<file path="config.mk">
export PLATFORM = sky130hd
export DESIGN_NAME = t1_retire_monitor
export DESIGN_NICKNAME = d
export VERILOG_FILES = /design/src/rtl/t1_retire_monitor_pkg.sv /design/src/rtl/t1_retire_fifo.sv /design/src/rtl/t1_retire_monitor.sv
export SDC_FILE = /design/constraint.sdc
export NUM_CORES = 1
export LEC_CHECK = 0
export BUFFER_PORTS_ARGS = -buffer_cell sky130_fd_sc_hd__buf_2
export CORE_ASPECT_RATIO = 0.9
export CORE_MARGIN = 1
export CORE_UTILIZATION = 60
export DETAILED_ROUTE_END_ITERATION = 8
export HOLD_SLACK_MARGIN = 0.1
export PLACE_DENSITY_LB_ADDON = 0.05
export SYNTH_ARGS = -nofsm -noshare
export SYNTH_HDL_FRONTEND = slang
export SYNTH_SLANG_ARGS = --single-unit
</file>
<file path="constraint.sdc">
create_clock -name clock -period 40.3 [get_ports clock]
set_input_delay 4.03 -clock clock [delete_from_list [all_inputs] [get_ports clock]]
set_output_delay 4.03 -clock clock [all_outputs]
set_load 0.005 [all_outputs]
</file>
<file path="src/rtl/t1_retire_monitor_pkg.sv">
// Shared types and default constants for the retire monitor and its event FIFO.
package t1_retire_monitor_pkg;

   localparam int DEF_DEPTH     = 8;
   localparam int DEF_DATA_W    = 32;
   localparam int DEF_TIMEOUT_W = 32;
   localparam int CYCLE_W       = 64;
   localparam int RD_IDX_W      = 5;

   typedef enum logic [1:0] {
      IDLE    = 2'd0,
      RUN     = 2'd1,
      TIMEOUT = 2'd2
   } mon_state_e;

   typedef struct packed {
      logic [CYCLE_W-1:0]    cycle;
      logic [RD_IDX_W-1:0]   rd_idx;
      logic [DEF_DATA_W-1:0] rd_data;
   } retire_evt_t;

   // Flattened event width for a given write-back data width.
   function automatic int evt_width(input int data_w);
      return CYCLE_W + RD_IDX_W + data_w;
   endfunction

endpackage

</file>
<file path="src/rtl/t1_retire_fifo.sv">
// Synchronous valid/ready FIFO; head is read straight from storage, so a push
// becomes visible on the read side one cycle later.
module t1_retire_fifo #(
   parameter int DEPTH = 8,
   parameter int W     = 32
) (
   input  logic                   clock,
   input  logic                   reset,
   input  logic                   push_valid,
   output logic                   push_ready,
   input  logic [W-1:0]           push_data,
   output logic                   pop_valid,
   input  logic                   pop_ready,
   output logic [W-1:0]           pop_data,
   output logic [$clog2(DEPTH):0] occupancy
);

   localparam int AW = $clog2(DEPTH);
   localparam logic [AW:0]   FULL_CNT = DEPTH[AW:0];
   localparam logic [AW-1:0] PTR_ONE  = AW'(1'b1);
   localparam logic [AW:0]   CNT_ONE  = (AW+1)'(1'b1);

   logic [W-1:0]  r_mem [DEPTH];
   logic [AW-1:0] r_wr_ptr;
   logic [AW-1:0] r_rd_ptr;
   logic [AW:0]   r_count;
   logic          w_push;
   logic          w_pop;

   // Full blocks pushes even when a pop happens in the same cycle.
   assign push_ready = (r_count != FULL_CNT);
   assign pop_valid  = (r_count != {(AW+1){1'b0}});
   assign pop_data   = r_mem[r_rd_ptr];
   assign occupancy  = r_count;
   assign w_push     = push_valid & push_ready;
   assign w_pop      = pop_ready & pop_valid;

   // Pointers and fill level.
   always_ff @(posedge clock) begin
      if (reset) begin
         r_wr_ptr <= {AW{1'b0}};
         r_rd_ptr <= {AW{1'b0}};
         r_count  <= {(AW+1){1'b0}};
      end else begin
         if (w_push) r_wr_ptr <= r_wr_ptr + PTR_ONE;
         if (w_pop)  r_rd_ptr <= r_rd_ptr + PTR_ONE;
         case ({w_push, w_pop})
            2'b10:   r_count <= r_count + CNT_ONE;
            2'b01:   r_count <= r_count - CNT_ONE;
            default: r_count <= r_count;
         endcase
      end
   end

   // Storage write.
   always_ff @(posedge clock) begin
      if (w_push) r_mem[r_wr_ptr] <= push_data;
   end

endmodule

</file>
<file path="src/rtl/t1_retire_monitor.sv">
// Retire monitor: timestamps accepted retires into an event FIFO, counts them,
// and runs a sticky stall watchdog between retires.
module t1_retire_monitor
   import t1_retire_monitor_pkg::*;
#(
   parameter int DEPTH     = DEF_DEPTH,
   parameter int DATA_W    = DEF_DATA_W,
   parameter int TIMEOUT_W = DEF_TIMEOUT_W
) (
   input  logic                   clock,
   input  logic                   reset,
   input  logic                   enable,
   input  logic [TIMEOUT_W-1:0]   timeout_limit,
   input  logic                   retire_valid,
   output logic                   retire_ready,
   input  logic [4:0]             retire_rd_idx,
   input  logic [DATA_W-1:0]      retire_rd_data,
   output logic                   evt_valid,
   input  logic                   evt_ready,
   output logic [63:0]            evt_cycle,
   output logic [4:0]             evt_rd_idx,
   output logic [DATA_W-1:0]      evt_rd_data,
   output logic [63:0]            retire_count,
   output logic [$clog2(DEPTH):0] occupancy,
   output logic                   timeout
);

   localparam int EVT_W = evt_width(DATA_W);
   localparam logic [TIMEOUT_W-1:0] STALL_MAX  = {TIMEOUT_W{1'b1}};
   localparam logic [TIMEOUT_W-1:0] STALL_ZERO = {TIMEOUT_W{1'b0}};

   mon_state_e           r_state;
   mon_state_e           w_state_nxt;
   logic [63:0]          r_cycle;
   logic [63:0]          r_retire_count;
   logic [TIMEOUT_W-1:0] r_stall;
   logic [TIMEOUT_W-1:0] w_stall_nxt;
   logic                 w_fifo_ready;
   logic                 w_fifo_valid;
   logic                 w_accept;
   logic                 w_limit_hit;
   logic [EVT_W-1:0]     w_push_data;
   logic [EVT_W-1:0]     w_pop_data;

   // Handshake outputs come from registered state; reset forces them low.
   assign retire_ready = !reset && w_fifo_ready && (r_state != TIMEOUT);
   assign w_accept     = retire_valid && retire_ready;
   assign evt_valid    = !reset && w_fifo_valid;
   assign timeout      = !reset && (r_state == TIMEOUT);
   assign retire_count = r_retire_count;
   assign w_push_data  = {r_cycle, retire_rd_idx, retire_rd_data};
   assign {evt_cycle, evt_rd_idx, evt_rd_data} = w_pop_data;
   assign w_limit_hit  = (timeout_limit != STALL_ZERO) && (r_stall == timeout_limit);

   t1_retire_fifo #(
      .DEPTH (DEPTH),
      .W     (EVT_W)
   ) u_fifo (
      .clock      (clock),
      .reset      (reset),
      .push_valid (w_accept),
      .push_ready (w_fifo_ready),
      .push_data  (w_push_data),
      .pop_valid  (w_fifo_valid),
      .pop_ready  (evt_ready),
      .pop_data   (w_pop_data),
      .occupancy  (occupancy)
   );

   // Watchdog next state; disarming takes priority over an expiring limit.
   always_comb begin
      w_state_nxt = r_state;
      w_stall_nxt = r_stall;
      case (r_state)
         IDLE: begin
            w_stall_nxt = STALL_ZERO;
            if (enable) w_state_nxt = RUN;
            else        w_state_nxt = IDLE;
         end
         RUN: begin
            if (w_accept)                  w_stall_nxt = STALL_ZERO;
            else if (r_stall != STALL_MAX) w_stall_nxt = r_stall + TIMEOUT_W'(1'b1);
            else                           w_stall_nxt = r_stall;
            if (!enable)                      w_state_nxt = IDLE;
            else if (w_limit_hit && !w_accept) w_state_nxt = TIMEOUT;
            else                              w_state_nxt = RUN;
         end
         TIMEOUT: w_state_nxt = TIMEOUT;
         default: w_state_nxt = IDLE;
      endcase
   end

   // State, stall, cycle and retire counters.
   always_ff @(posedge clock) begin
      if (reset) begin
         r_state        <= IDLE;
         r_stall        <= STALL_ZERO;
         r_cycle        <= 64'd0;
         r_retire_count <= 64'd0;
      end else begin
         r_state <= w_state_nxt;
         r_stall <= w_stall_nxt;
         r_cycle <= r_cycle + 64'd1;
         if (w_accept) r_retire_count <= r_retire_count + 64'd1;
      end
   end

endmodule
</file>
==> results.yml <==
detailed_routing:
  ant_nets: 0
  drt-initial-drc-count: 1725
  drtPass1Iterations: 5
  route.detailed.drc: 0
  viasPerCell: 6.233
  finalWirelength_microns: 80750
  wl_per_cell_microns: 23.38
  vias: 21523
sta:
  hold_violations: 0
  fmaxAchievable_mhz: 101.2
  clock_skew_ns: 0.02645
  rsz0062_at_grt: "no"
  setup_viol: 0
  slew_viol_final: 0
  min_period_ns: 9.878
  slew_headroom_pct: 25.40
  tns_ns: 0
  holdWs_ns: 0.4959
  fin_crit_sh_pct: 24.51
  worst_pin_slew_ns: 1.116
cells_and_area:
  areaGrowthSynthToFinish_pct: 13.21
  final_area_sq_um: 44490
  multi_input_area_sq_um: 11030
  final.fill_count: 4230
  instances_no_fill: 3453
  drive_above_1_share_pct: 28.98
  num_antenna_cells: 0
  layout_commonest_cell: "edfxtp_1"
  regArea_sq_um: 27780
  num-nets-final: 2599
  layout_common_cells: "edfxtp_1 (808), buf_2 (244), mux4_2 (202)"
floorplanning:
  initial_utilization_pct: 61.01
  fp.dieH_microns: 244.8
  fp.coreArea_sq_um: 64410
  die_area_sq_um: 66530
  io_pins: 246
  rows: 88
  die_w_microns: 271.8
placed_design:
  place_inst: 3275
  place_area_sq_um: 41410
  gp_congestion: 0.8556
  dpl.hpwl_microns: 44570
  numPortBuffers: 245
clocking:
  post_cts_buffers: 0
  numClockSinks: 983
  clock_path_buffers: 3
  cts_resized: 0
  clkLatencyLatePin_ns: 0.65
  path_clk_slew_ns: 0.06
  cts-root-buf: "clkbuf_16"
  cts_tree: "yes"
  cts_buffers: 95
  h-tree-depth: 3
  postCtsHoldBufs: 0
setup_path:
  rrSetupSlack_ns: 36.04
  criticalPathCategory: "in -> out"
  startpoint_type: "input port"
  critPathCaptureType: "primary output"
  cp_max_fo: 95
  worst_ep_required_time_ns: 36.27
  worstPathArrival_ns: 5.85
  r2r.worst_path.cells: 6
logic_synthesis:
  yosysSeqAreaShare_pct: 70.66
  synth_area_sq_um: 39300
  ys_dominant_reg_cell: "edfxtp_1"
  yosysTopAreaCell: "edfxtp_1"
  synthesis.nets: 2342
  synth_top_family_by_area: "multiplexers"
  yosysTopAreaCellShare_pct: 61.74
  synthArstFlopShare_pct: 0
  synth_fa_ha_area_share_pct: 0.2547
  ys_ff_latch: 983
  synthSimpleGateAreaFrac_pct: 7.587
  synth_compound_area_share_pct: 3.416
  synth_edf_count: 808
  syn_inst: 2260
  yosysWarnings: 0
  synthTopCellsByArea: "edfxtp_1 (62%), mux4_2 (12%), dfxtp_1 (8.9%)"
  synth_cell_types: 60
  synth_mux_area_share_pct: 14.65
  syn_avg_cell_area_sq_um: 17.39
  synthXorXnorAreaFrac_pct: 2.050
power_and_ir_drop:
  total_power_mw: 2.241
  p_leak_nw: 14.25
  peakVddDrop_uv: 32.49
  power_density_nw_per_um2: 50.38
grt:
  grt_pass1_vias: 21632
  grt_pass1_wl_microns: 125300
  antenna_found_initial: 0
  grt_max_degree: 96
  grtUsageTotal_pct: 24.57
  grt-ovfl-total: 0
worst_hold_path:
  min_path_cells: 2
  hold_class: "reg -> reg"
flow_run:
  cap_viol_max_count: 0
run_status:
  status: "finished clean"
==> cells in the mapped netlist, types with 4 or more instances <==
cell type	number
and2_1	12
mux2i_1	7
a31oi_1	4
buf_1	15
nand4_1	53
mux2_2	101
a21oi_1	97
or3_1	20
nand3_1	67
nor4b_1	6
inv_1	21
mux4_2	202
xor2_1	58
ha_1	8
dfxtp_1	175
o31ai_1	71
nor2b_1	5
nor3_1	16
edfxtp_1	808
and3_1	25
xnor2_1	34
clkbuf_1	79
nand2b_1	9
or4_1	75
buf_2	17
nor4_1	36
or2_2	4
nand2_1	78
o21ai_0	19
o21a_1	4
and4_1	13
nor2_1	80
==> final cells by class <==
cell class,instances,area share [%]
inverters,22,0.1856
repair buffers,274,3.251
clock inverters,41,0.8353
clock buffers,137,6.089
multi-input cells,1141,24.80
well taps,855,2.405
flip-flops and latches,983,62.44
==> logic make-up (layout without fill, tap and decap cells) <==
kind of cell,after synthesis,count (layout)
simple gates,516,516
xor+xnor,92,92
compound gates,215,215
fa+ha+maj,8,8
buf+inv,136,474
flops,983,983
mux,310,310
==> path summary, 6_finish.rpt <==
path | start | to
max | reset | retire_ready
min | u_fifo.r_rd_ptr[1] | flop
max reg2reg | r_state[1] | u_fifo.r_mem[3][80]
min reg2reg | u_fifo.r_rd_ptr[1] | flop
==> critical path, cell delays in order <==
cell and delay (ns):
buf_4 0.47, buf_4 0.84, nor3_1 0.16, buf_2 0.18
==> registers in the layout, indices dropped and copies added (netlist names), named ones only <==
register,flops
u_fifo.r_mem,808
retire_count,64
u_fifo.occupancy,4
u_fifo.r_wr_ptr,3
r_state,2
r_cycle,64
r_stall,32
u_fifo.r_rd_ptr,3
==> where the power goes <==
group | total [mW] | internal, mW | switching, mW
sequential | 1.13 | 1.11 | 0.0178
combinational | 0.244 | 0.130 | 0.114
clock | 0.865 | 0.495 | 0.369
==> per-stage QoR <==
stage | setup WS [ns] | util (%)
floorplan | 24.24 | -
global placement | 30.57 | 64.29
detailed placement | 30.47 | 64.29
CTS | 30.46 | 69.07
global route | 30.30 | 69.07
finish | 30.42 | 69.07
==> routing by layer <==
| metal | global-route usage, % | share of wire [%] | up-vias |
|---|---|---|---|
| met4 | 5.519 | 1.7 | 0 |
| met2 | 40.04 | 50 | 647 |
| met1 | 34.81 | 43 | 11073 |
| li1 | - | - | 9693 |
| met5 | 0 | 0 | - |
| met3 | 4.715 | 6.1 | 110 |
(Power assumes the default switching activity.)
